$ cat src/rtl/cache_pkg.sv
// Shared types for the cache writeback controller: FSM state encoding and
// processor access opcodes.
package cache_pkg;

   typedef enum logic [1:0] {
      IDLE      = 2'd0,
      WRITEBACK = 2'd1,
      FILL      = 2'd2,
      FINISH    = 2'd3
   } state_t;

   localparam logic OP_LW = 1'b0;
   localparam logic OP_SW = 1'b1;

endpackage

$ cat src/rtl/cache_perf_cnt.sv
// Saturating event counter used for cache hit/miss statistics.
module cache_perf_cnt #(
   parameter int CNT_W = 32
) (
   input  logic             clk,
   input  logic             rst_b,
   input  logic             inc,
   output logic [CNT_W-1:0] count
);

   function automatic logic [CNT_W-1:0] sat_inc(input logic [CNT_W-1:0] v);
      return (&v) ? v : v + CNT_W'(1);
   endfunction

   always_ff @(posedge clk or negedge rst_b) begin
      if (!rst_b)
         count <= '0;
      else if (inc)
         count <= sat_inc(count);
   end

endmodule

$ cat src/rtl/cache_wb_ctrl.sv
// Write-back cache controller: hit handling, dirty-line writeback, line fill
// and replay. Define CACHE_WB_CTRL_PERF_EN to add hit/miss counters.
module cache_wb_ctrl
   import cache_pkg::*;
#(
   parameter int WORDS_PER_BLOCK = 4,
   parameter int CNT_W           = 32
) (
   input  logic                               clk,
   input  logic                               rst_b,
   input  logic                               req_valid,
   input  logic                               req_we,
   input  logic                               hit,
   input  logic                               dirty,
   input  logic                               mem_ack,
   output logic                               req_ready,
   output logic                               reg_write_enable,
   output logic                               cache_we,
   output logic                               tag_we,
   output logic                               dirty_set,
   output logic                               mem_in_select,
   output logic                               mem_req,
   output logic                               mem_we,
   output logic [$clog2(WORDS_PER_BLOCK)-1:0] word_idx
`ifdef CACHE_WB_CTRL_PERF_EN
   ,
   output logic [CNT_W-1:0]                   hit_count,
   output logic [CNT_W-1:0]                   miss_count
`endif
);

   localparam int IDX_W = $clog2(WORDS_PER_BLOCK);

   if (WORDS_PER_BLOCK < 2 || (WORDS_PER_BLOCK & (WORDS_PER_BLOCK - 1)) != 0 || CNT_W < 1) begin : g_param_check
      $error("cache_wb_ctrl: WORDS_PER_BLOCK must be a power of two >= 2 and CNT_W >= 1");
   end

   state_t state;
   logic   last_word;
   logic   hit_done;
   logic   miss_start;
   logic   replay;

   assign last_word  = (word_idx == IDX_W'(WORDS_PER_BLOCK - 1));
   assign hit_done   = (state == IDLE) && req_valid && hit;
   assign miss_start = (state == IDLE) && req_valid && !hit;
   assign replay     = hit_done || ((state == FINISH) && req_valid);

   always_ff @(posedge clk or negedge rst_b) begin
      if (!rst_b) begin
         state    <= IDLE;
         word_idx <= '0;
      end else begin
         case (state)
            IDLE: begin
               if (miss_start) begin
                  state    <= dirty ? WRITEBACK : FILL;
                  word_idx <= '0;
               end
            end
            WRITEBACK: begin
               if (mem_ack) begin
                  word_idx <= last_word ? '0 : word_idx + IDX_W'(1);
                  if (last_word)
                     state <= FILL;
               end
            end
            FILL: begin
               if (mem_ack) begin
                  word_idx <= last_word ? '0 : word_idx + IDX_W'(1);
                  if (last_word)
                     state <= FINISH;
               end
            end
            default: state <= IDLE;
         endcase
      end
   end

   // Outputs are forced low while reset is held so a pending hit cannot leak through.
   always_comb begin
      req_ready        = 1'b0;
      reg_write_enable = 1'b0;
      cache_we         = 1'b0;
      tag_we           = 1'b0;
      dirty_set        = 1'b0;
      mem_in_select    = 1'b0;
      mem_req          = 1'b0;
      mem_we           = 1'b0;
      if (rst_b) begin
         if (replay) begin
            req_ready = 1'b1;
            if (req_we == OP_SW) begin
               cache_we      = 1'b1;
               mem_in_select = 1'b1;
               dirty_set     = 1'b1;
            end else begin
               reg_write_enable = 1'b1;
            end
         end
         if (state == WRITEBACK) begin
            mem_req = 1'b1;
            mem_we  = 1'b1;
         end
         if (state == FILL) begin
            mem_req  = 1'b1;
            cache_we = mem_ack;
            tag_we   = mem_ack && last_word;
         end
      end
   end

`ifdef CACHE_WB_CTRL_PERF_EN
   cache_perf_cnt #(.CNT_W(CNT_W)) u_hit_cnt (
      .clk   (clk),
      .rst_b (rst_b),
      .inc   (hit_done),
      .count (hit_count)
   );

   cache_perf_cnt #(.CNT_W(CNT_W)) u_miss_cnt (
      .clk   (clk),
      .rst_b (rst_b),
      .inc   (miss_start),
      .count (miss_count)
   );
`endif

endmodule

$ cat config.mk
export PLATFORM = sky130hd
export DESIGN_NAME = cache_wb_ctrl
export DESIGN_NICKNAME = d
export VERILOG_FILES = /design/src/rtl/cache_pkg.sv /design/src/rtl/cache_perf_cnt.sv /design/src/rtl/cache_wb_ctrl.sv
export SDC_FILE = /design/constraint.sdc
export NUM_CORES = 1
export LEC_CHECK = 0
export BUFFER_PORTS_ARGS = -buffer_cell sky130_fd_sc_hd__buf_4
export CORE_AREA = 4 4 41 43
export CTS_CLUSTER_DIAMETER = 200
export DETAILED_ROUTE_END_ITERATION = 8
export DIE_AREA = 0 0 45 47
export GPL_ROUTABILITY_DRIVEN = 1
export PLACE_DENSITY = 0.54
export SLEW_MARGIN = 25
export SYNTH_ARGS = -nofsm -noshare
export SYNTH_HDL_FRONTEND = slang
export SYNTH_SLANG_ARGS = --single-unit
$ cat constraint.sdc
create_clock -name clk -period 1.71 [get_ports clk]
set_input_delay 0 -clock clk [delete_from_list [all_inputs] [get_ports clk]]
set_output_delay 0 -clock clk [all_outputs]
set_load 0.02 [all_outputs]
Word-level counts from Yosys, hierarchy flattened
Cells that the tools add are included.
- flip-flop bits (word level): 4
- logic and storage cells: 52
- bits of input ports: 7
- memory bits (writable): 0
- memories kept: 0
- output and inout bits: 10
- bits in latches: 0
- bits in read-only memories: 0
- reduce and logical (&&, ||, !) cells: 12
- multiplexer cells: 27
- eq/ne operators: 10
- shift-type cells: 0
- $add $sub $neg: 1
- bitwise gates (word level): 0
- multipliers: 0
- div/mod/pow operators: 0
- $lt $le $gt $ge: 0
- operators by type and width (kind ; count):
    2-to-1 mux 2 bit ; 9
    2-to-1 mux 1 bit ; 16
    inequality test 2 bit, second input constant ; 5
    equality test 2 bit, second input constant ; 3
    one-hot mux 2 bit (3 select lines) ; 1
    logical AND 1 bit ; 5
    AND reduction 5 bit ; 1
    one-hot mux 2 bit (2 select lines) ; 1
    AND reduction 3 bit ; 1
    adder 2 x 1 -> 2 bit, second input constant ; 1
    equality test 2 x 1 -> 1 bit, second input constant ; 1
    logical NOT 2 bit ; 1
    inequality test 2 x 1 -> 1 bit, second input constant ; 1
    nonzero test 2 bit ; 1
    OR reduction 2 bit ; 1
    logical NOT 1 bit ; 1
    logical OR 1 bit ; 1

Depth between registers and ports, before layout
Gate-level depths: netlist of run 1.
- word-level depth: 7
- mapped depth: 7

Worst setup path before layout of run 1
Ideal clock, no wire load.
- path type: flip-flop to output port
- from: reg state[0]
- to: out mem_in_select
- arrival: 1.540 ns
- slack: 0.170 ns
- data required time: 1.710 ns
- stages on the path, launching flop included: 8
- cells stage by stage: dfrtp_1 -> inv_1 -> ha_1 -> a21oi_2 -> nor2_2 -> nand2_1 -> inv_1 -> buf_4
- cells in the longest elaborated chain, start to end: 6
- elaborated cells between the ends (all ways): 8
- ends and longest elaborated chain (what ; RTL line ; source):
    start: declaration ; cache_wb_ctrl.sv:38 ; state_t state;
    start signal: assignment ; cache_wb_ctrl.sv:57 ; state <= dirty ? WRITEBACK : FILL;
    logical NOT 2 bit ; cache_wb_ctrl.sv:45 ; assign hit_done = (state == IDLE) && req_valid && hit;
    logical AND 1 bit (2 in a row) ; cache_wb_ctrl.sv:45 ;
    logical OR 1 bit (*) ; cache_wb_ctrl.sv:47 ; assign replay = hit_done || ((state == FINISH) && req_valid);
    2-to-1 mux 1 bit (*) (2 in a row) ; -- ;
    end: declaration ; cache_wb_ctrl.sv:21 ; output logic mem_in_select,
Every way passes the cells marked *; elsewhere a longest branch is shown, timed or not.

Worst setup path after layout of run 1
- from: reg state[1]
- to: reg state[1]
- cells in the longest elaborated chain, start to end: 5
- elaborated cells between the ends (all ways): 12
- ends and longest elaborated chain (what ; RTL line ; source):
    logical NOT 2 bit ; cache_wb_ctrl.sv:46, cache_wb_ctrl.sv:54 ;
    logical AND 1 bit (2 in a row) ; cache_wb_ctrl.sv:46 ; assign miss_start = (state == IDLE) && req_valid && !hit;
    inequality test 2 bit (no source line) ; -- ;
    AND reduction 5 bit (no source line) ; -- ;
Parallel ways exist; a longest one is shown, timed or not.
A chain may end at the register's enable or synchronous reset.

==> impl_metrics.toml, run 1 <==
[clocking]
clkTransAtPathRegs_ns = 0.04
cts_root_buf = "clkbuf_4"
cts_htree_levels = 1
clkSinkCount = 4
cts_tree = "done"
cts_buffer_depth = 2
cts_buffers = 3
cts.repair_timing.setup_buffer_count = 0
clk_latency_ns = 0.23

[finish]
nets = 82
area_delta_synth_final_pct = 43.9
final_common_cell = "buf_4"
stdcell_area_um2 = 578
mostFrequentLayoutCells = "16 x buf_4, 5 x inv_1, 5 x ha_1"
drive_gt1_frac = 0.418
n_antenna_cell = 0

[power_and_ir_drop]
p_comb_frac = 0.683
peakVddDrop_v = 0.000866
clock_power_share = 0.114
leakagePower_nw = 0.299
power.density_nw_per_um2 = 1680
p_sw_mw = 0.437
p_int_mw = 0.535
switching_share = 0.449
seqPwrFrac = 0.203

[die]
die-area_um2 = 2120
core_um2 = 1300
start_util = 0.309
row_count = 13
top_level_ports = 17
dieWidth_um = 45
die_y_um = 47

[worst_setup_path]
r2r_start = "state[1]"
startpoint_type = "flip-flop"
critPathKind = "flip-flop to flip-flop"
r2r-end = "state[1]"
worstRegToRegCells = 6
cp-end-kind = "flip-flop"
worstPathMaxFanout = 7
crit_arrival_ns = 1.64
required_ns = 1.82
rrSetupSlack_ns = 0.18

[sta]
slew_violations = 0
setup_viol = 0
fin_setup_tns_ns = 0
hold_viol = 0
period_share = 0.897
tightest_slew_ns = 0.226
rsz0062_at_grt = "no"
period_needed_ns = 1.53
timing.fmax_ghz = 0.652
relSlewSlack = 0.850
clock_skew_ns = 0.00300

[routing]
drcViolationCount = 0
first_pass_iters = 2
routed_wl_um = 874
via_per_inst = 4.60
vias = 377
drt_iter0_drc = 5
antenna_left = 0
wl_per_cell_um = 10.7

[grt]
grt_use_met2 = 0.155
grt_pass1_vias = 364
grt_overflow_total = 0
grt_pass1_wl_mm = 1.50
use_met1 = 0.122
grt_use_met3 = 0.0268
grt_busiest_layer = "met2"
grt_max_degree = 10
antenna_found_initial = 0
grt_use_total = 0.0983

[placement]
post_dp_cell_area_um2 = 533
numPortBuffers = 16
gp_congestion = 0.746
hpwl_um = 731

[synthesis]
synth_seq_area_share = 0.249
async_flop_share = 1.00
avgSynthCellArea_um2 = 8.37
syn_nets = 61
netlist_area_um2 = 402
synth_warnings = 0
synth_ff_type = "dfrtp_1"
synthTopCellsByArea = "dfrtp_1 25%, ha_1 19%, a21oi_2 8.7%"
ys_ff_latch = 4
synth_edf_count = 0
yosysTopAreaCellShare = 0.249
synthDistinctLibCells = 21
synth_top_cell_by_area = "dfrtp_1"
synth_cells = 48

[worst_hold_path]
min_from = "mem_ack"
hold_depth = 3
holdPathEnd = "word_idx[1]"
hold_class = "input port to flip-flop"

[run]
max-cap-violations = 0

[run_status]
status = "finished, final reports clean"
## through the flow
step | hold slack [ns] | setup WS (ns) | utilization | instances | total power, mW
2_1_floorplan | -0.296 | 0.170 | - | 48 | 0.635
3_3_place_gp | -0.183 | 0.178 | 0.410 | 78 | 0.815
3_5_place_dp | -0.182 | 0.162 | 0.410 | 78 | 0.816
4_1_cts | 0.102 | 0.0450 | 0.437 | 82 | 0.950
5_1_grt | 0.125 | 0.0465 | 0.444 | 82 | 1.08
6_report | 0.107 | 0.176 | 0.444 | 82 | 0.972
## cell usage after synthesis (2+ instances only)
| cell type | number |
|---|---|
| ha_1 | 6 |
| nor2_1 | 4 |
| nor3_1 | 2 |
| inv_1 | 6 |
| nand3_1 | 2 |
| dfrtp_1 | 4 |
| nand2_1 | 4 |
| a31oi_1 | 2 |
| o22ai_1 | 2 |
| and2_1 | 2 |
| a21oi_2 | 4 |
## critical path, stage by stage, from the launching register on
cell     delay [ns]
dfrtp_1        0.45
inv_1          0.12
ha_1           0.20
nor2_1         0.12
a21oi_2        0.06
a21oi_2        0.15
mux2_4         0.31
## sequential cells by signal, indices dropped and copies added (netlist names)
| name | cells |
|---|---|
| state | 2 |
| word_idx | 2 |
## power groups by stage
stage	Combinational, mW	Clock, mW	Sequential [mW]
after detailed placement	0.619	0	0.197
after global routing	0.749	0.125	0.205
after global placement	0.617	0	0.198
after floorplan	0.426	0	0.209
after CTS	0.635	0.118	0.196
final	0.664	0.111	0.198
## cells by family after synthesis
kind of cell | share of synthesized area
mux | 0.0374
simple gates | 0.277
flops | 0.249
fa+ha+maj | 0.187
compound gates | 0.174
buf+inv | 0.0748
## layout make-up
cell class                      count  area [µm²]
Fill cell                         148         723
Multi-Input combinational cell     37         284
Timing Repair Buffer               17         130
Sequential cell                     4         100
Clock buffer                        3        22.5
Inverter                            6        22.5
Tap cell                           15        18.8
## how the worst max path moves through the flow
stage / from / endpoint / cells after the start
finish: state[1] / state[1] / 6
global route: state[1] / cache_we / 7
CTS: state[0] / cache_we / 7
detailed placement: state[0] / state[1] / 6
global placement: state[0] / state[1] / 6
floorplan: state[0] / mem_in_select / 7
## timing repair
item | in CTS | in global routing
resized for setup | 1 | 2
hold buffers | 1 | 0
endpoints found under the setup margin | 1 | 1
hold endpoints to repair | 4 | 0
pin swaps | 0 | 0
## layer usage
layer / routed length (µm) / vias to the layer above / part of all wire
li1: - / 203 / -
met1: 397 / 161 / 0.45
met2: 392 / 13 / 0.45
met3: 84 / 0 / 0.096
met4: 0 / 0 / 0
met5: 0 / - / 0
(Power assumes the default switching activity.)
==> inputs of run 2 (changes only) <==
Settings changed: CTS_CLUSTER_DIAMETER 200 to 30.
Clock period 1.71 ns to 1.93 ns, I/O delays scaled along.
==> run 2 against run 1 <==
Effect of this change:
- clock power shrank 11%
- combinational power shrank 18%
- clock skew shrank 0.00095 ns
- non-clock buffer count is the same
- worst hold slack lost 0.0042 ns
- total power shrank 16%
- setup slack gained 0.060 ns
- register-to-register slack gained 0.21 ns
==> impl_metrics.toml, run 2 (same netlist as run 1, synthesis figures left out) <==
[finish]
nets = 82
area_delta_synth_final_pct = 40.8
regArea_um2 = 100
reg.largest.list = "state: 2 flops, word_idx: 2 flops"
n_fill_cell = 149
fin_util = 0.435
mostFrequentLayoutCells = "16 x buf_4, 6 x inv_1, 6 x ha_1"
final_common_cell = "buf_4"
n_antenna_cell = 0
stdcell_area_um2 = 566
multi_input_area_um2 = 272
stdcell_count = 82
drive_gt1_frac = 0.388

[die]
dieWidth_um = 45
row_count = 13
start_util = 0.309
core_um2 = 1300
die-area_um2 = 2120
die_y_um = 47
top_level_ports = 17

[worst_setup_path]
crit_arrival_ns = 1.69
startpoint_type = "flip-flop"
worstPathMaxFanout = 6
critPathKind = "flip-flop to primary output"
required_ns = 1.93
cp-end-kind = "primary output"

[placement]
numPortBuffers = 16
post_dp_cell_area_um2 = 533
gp_congestion = 0.746
dpl_worst_slack_ns = 0.382
hpwl_um = 731
dp_cells = 78

[sta]
holdWs_ns = 0.103
period_needed_ns = 1.69
layout_setup_ws_ns = 0.237
timing.fmax_ghz = 0.591
slew_violations = 0
relSlewSlack = 0.812
period_share = 0.877
clock_skew_ns = 0.00205
hold_viol = 0
tightest_slew_ns = 0.282
fin_setup_tns_ns = 0
setup_viol = 0
rsz0062_at_grt = "no"

[routing]
vias = 380
antenna_left = 0
wl_per_cell_um = 10.6
via_per_inst = 4.63
first_pass_iters = 3
drcViolationCount = 0
routed_wl_um = 868
drt_iter0_drc = 4

[clocking]
clkTransAtPathRegs_ns = 0.04
postCtsResizedCells = 0
cts_buffers = 3
clkSinkCount = 4
cts_root_buf = "clkbuf_4"
cts_htree_levels = 1
cts_buffer_depth = 2
ctsHoldBuffers = 1
cts_tree = "done"
clk_latency_ns = 0.23
cts.repair_timing.setup_buffer_count = 0

[grt]
grt_overflow_total = 0
grt_pass1_vias = 364
antenna_found_initial = 0
grt_pass1_wl_mm = 1.50
grt_use_total = 0.0983
grt_max_degree = 10

[worst_hold_path]
hold_class = "input port to flip-flop"

[power_and_ir_drop]
leakagePower_nw = 0.299
peakVddDrop_v = 0.000755
power.density_nw_per_um2 = 1440
power_mw = 0.815

[run]
max-cap-violations = 0

[run_status]
status = "finished, final reports clean"
-- run 2: cell counts in the layout (fill, tap and decap cells not counted) --
Identical to the previous run, type by type.
-- run 2: area by class of cell --
cell class | count | share of cell area
Multi-Input combinational cell | 37 | 0.480
Timing Repair Buffer | 17 | 0.230
Sequential cell | 4 | 0.177
Clock buffer | 3 | 0.0398
Inverter | 6 | 0.0398
Tap cell | 15 | 0.0332
-- run 2: path summary, 6_finish.rpt --
kind                       slack [ns]     endpoint         from  cells after the start
max                              0.24     cache_we     state[0]                      7
min reg2reg                      0.56  word_idx[1]  word_idx[1]                      2
min in group asynchronous        0.12     state[0]        rst_b                      2
max reg2reg                      0.39     state[1]     state[0]                      6
max in group asynchronous        1.69  word_idx[0]        rst_b                      2
min                              0.10  word_idx[1]      mem_ack                      3
-- run 2: layer usage --
layer | routed length, µm | vias up | track usage
met5 | 0 | - | 0
met4 | 0 | 0 | 0.0526
met3 | 83 | 0 | 0.0268
met2 | 388 | 13 | 0.155
met1 | 396 | 165 | 0.122
li1 | - | 202 | -
-- run 2: worst max-delay path, cell delays in order, from the launching register on --
cell and delay, ns:
dfrtp_1 0.41, inv_1 0.15, ha_1 0.34, a21oi_2 0.11
nor2_2 0.10, nand2_1 0.08, o21ai_1 0.12, buf_4 0.15
-- run 2: report_power, final --
part           internal, mW  switching, mW
Combinational         0.244          0.300
Sequential            0.125         0.0485
Clock                0.0692         0.0292
Total                 0.438          0.377
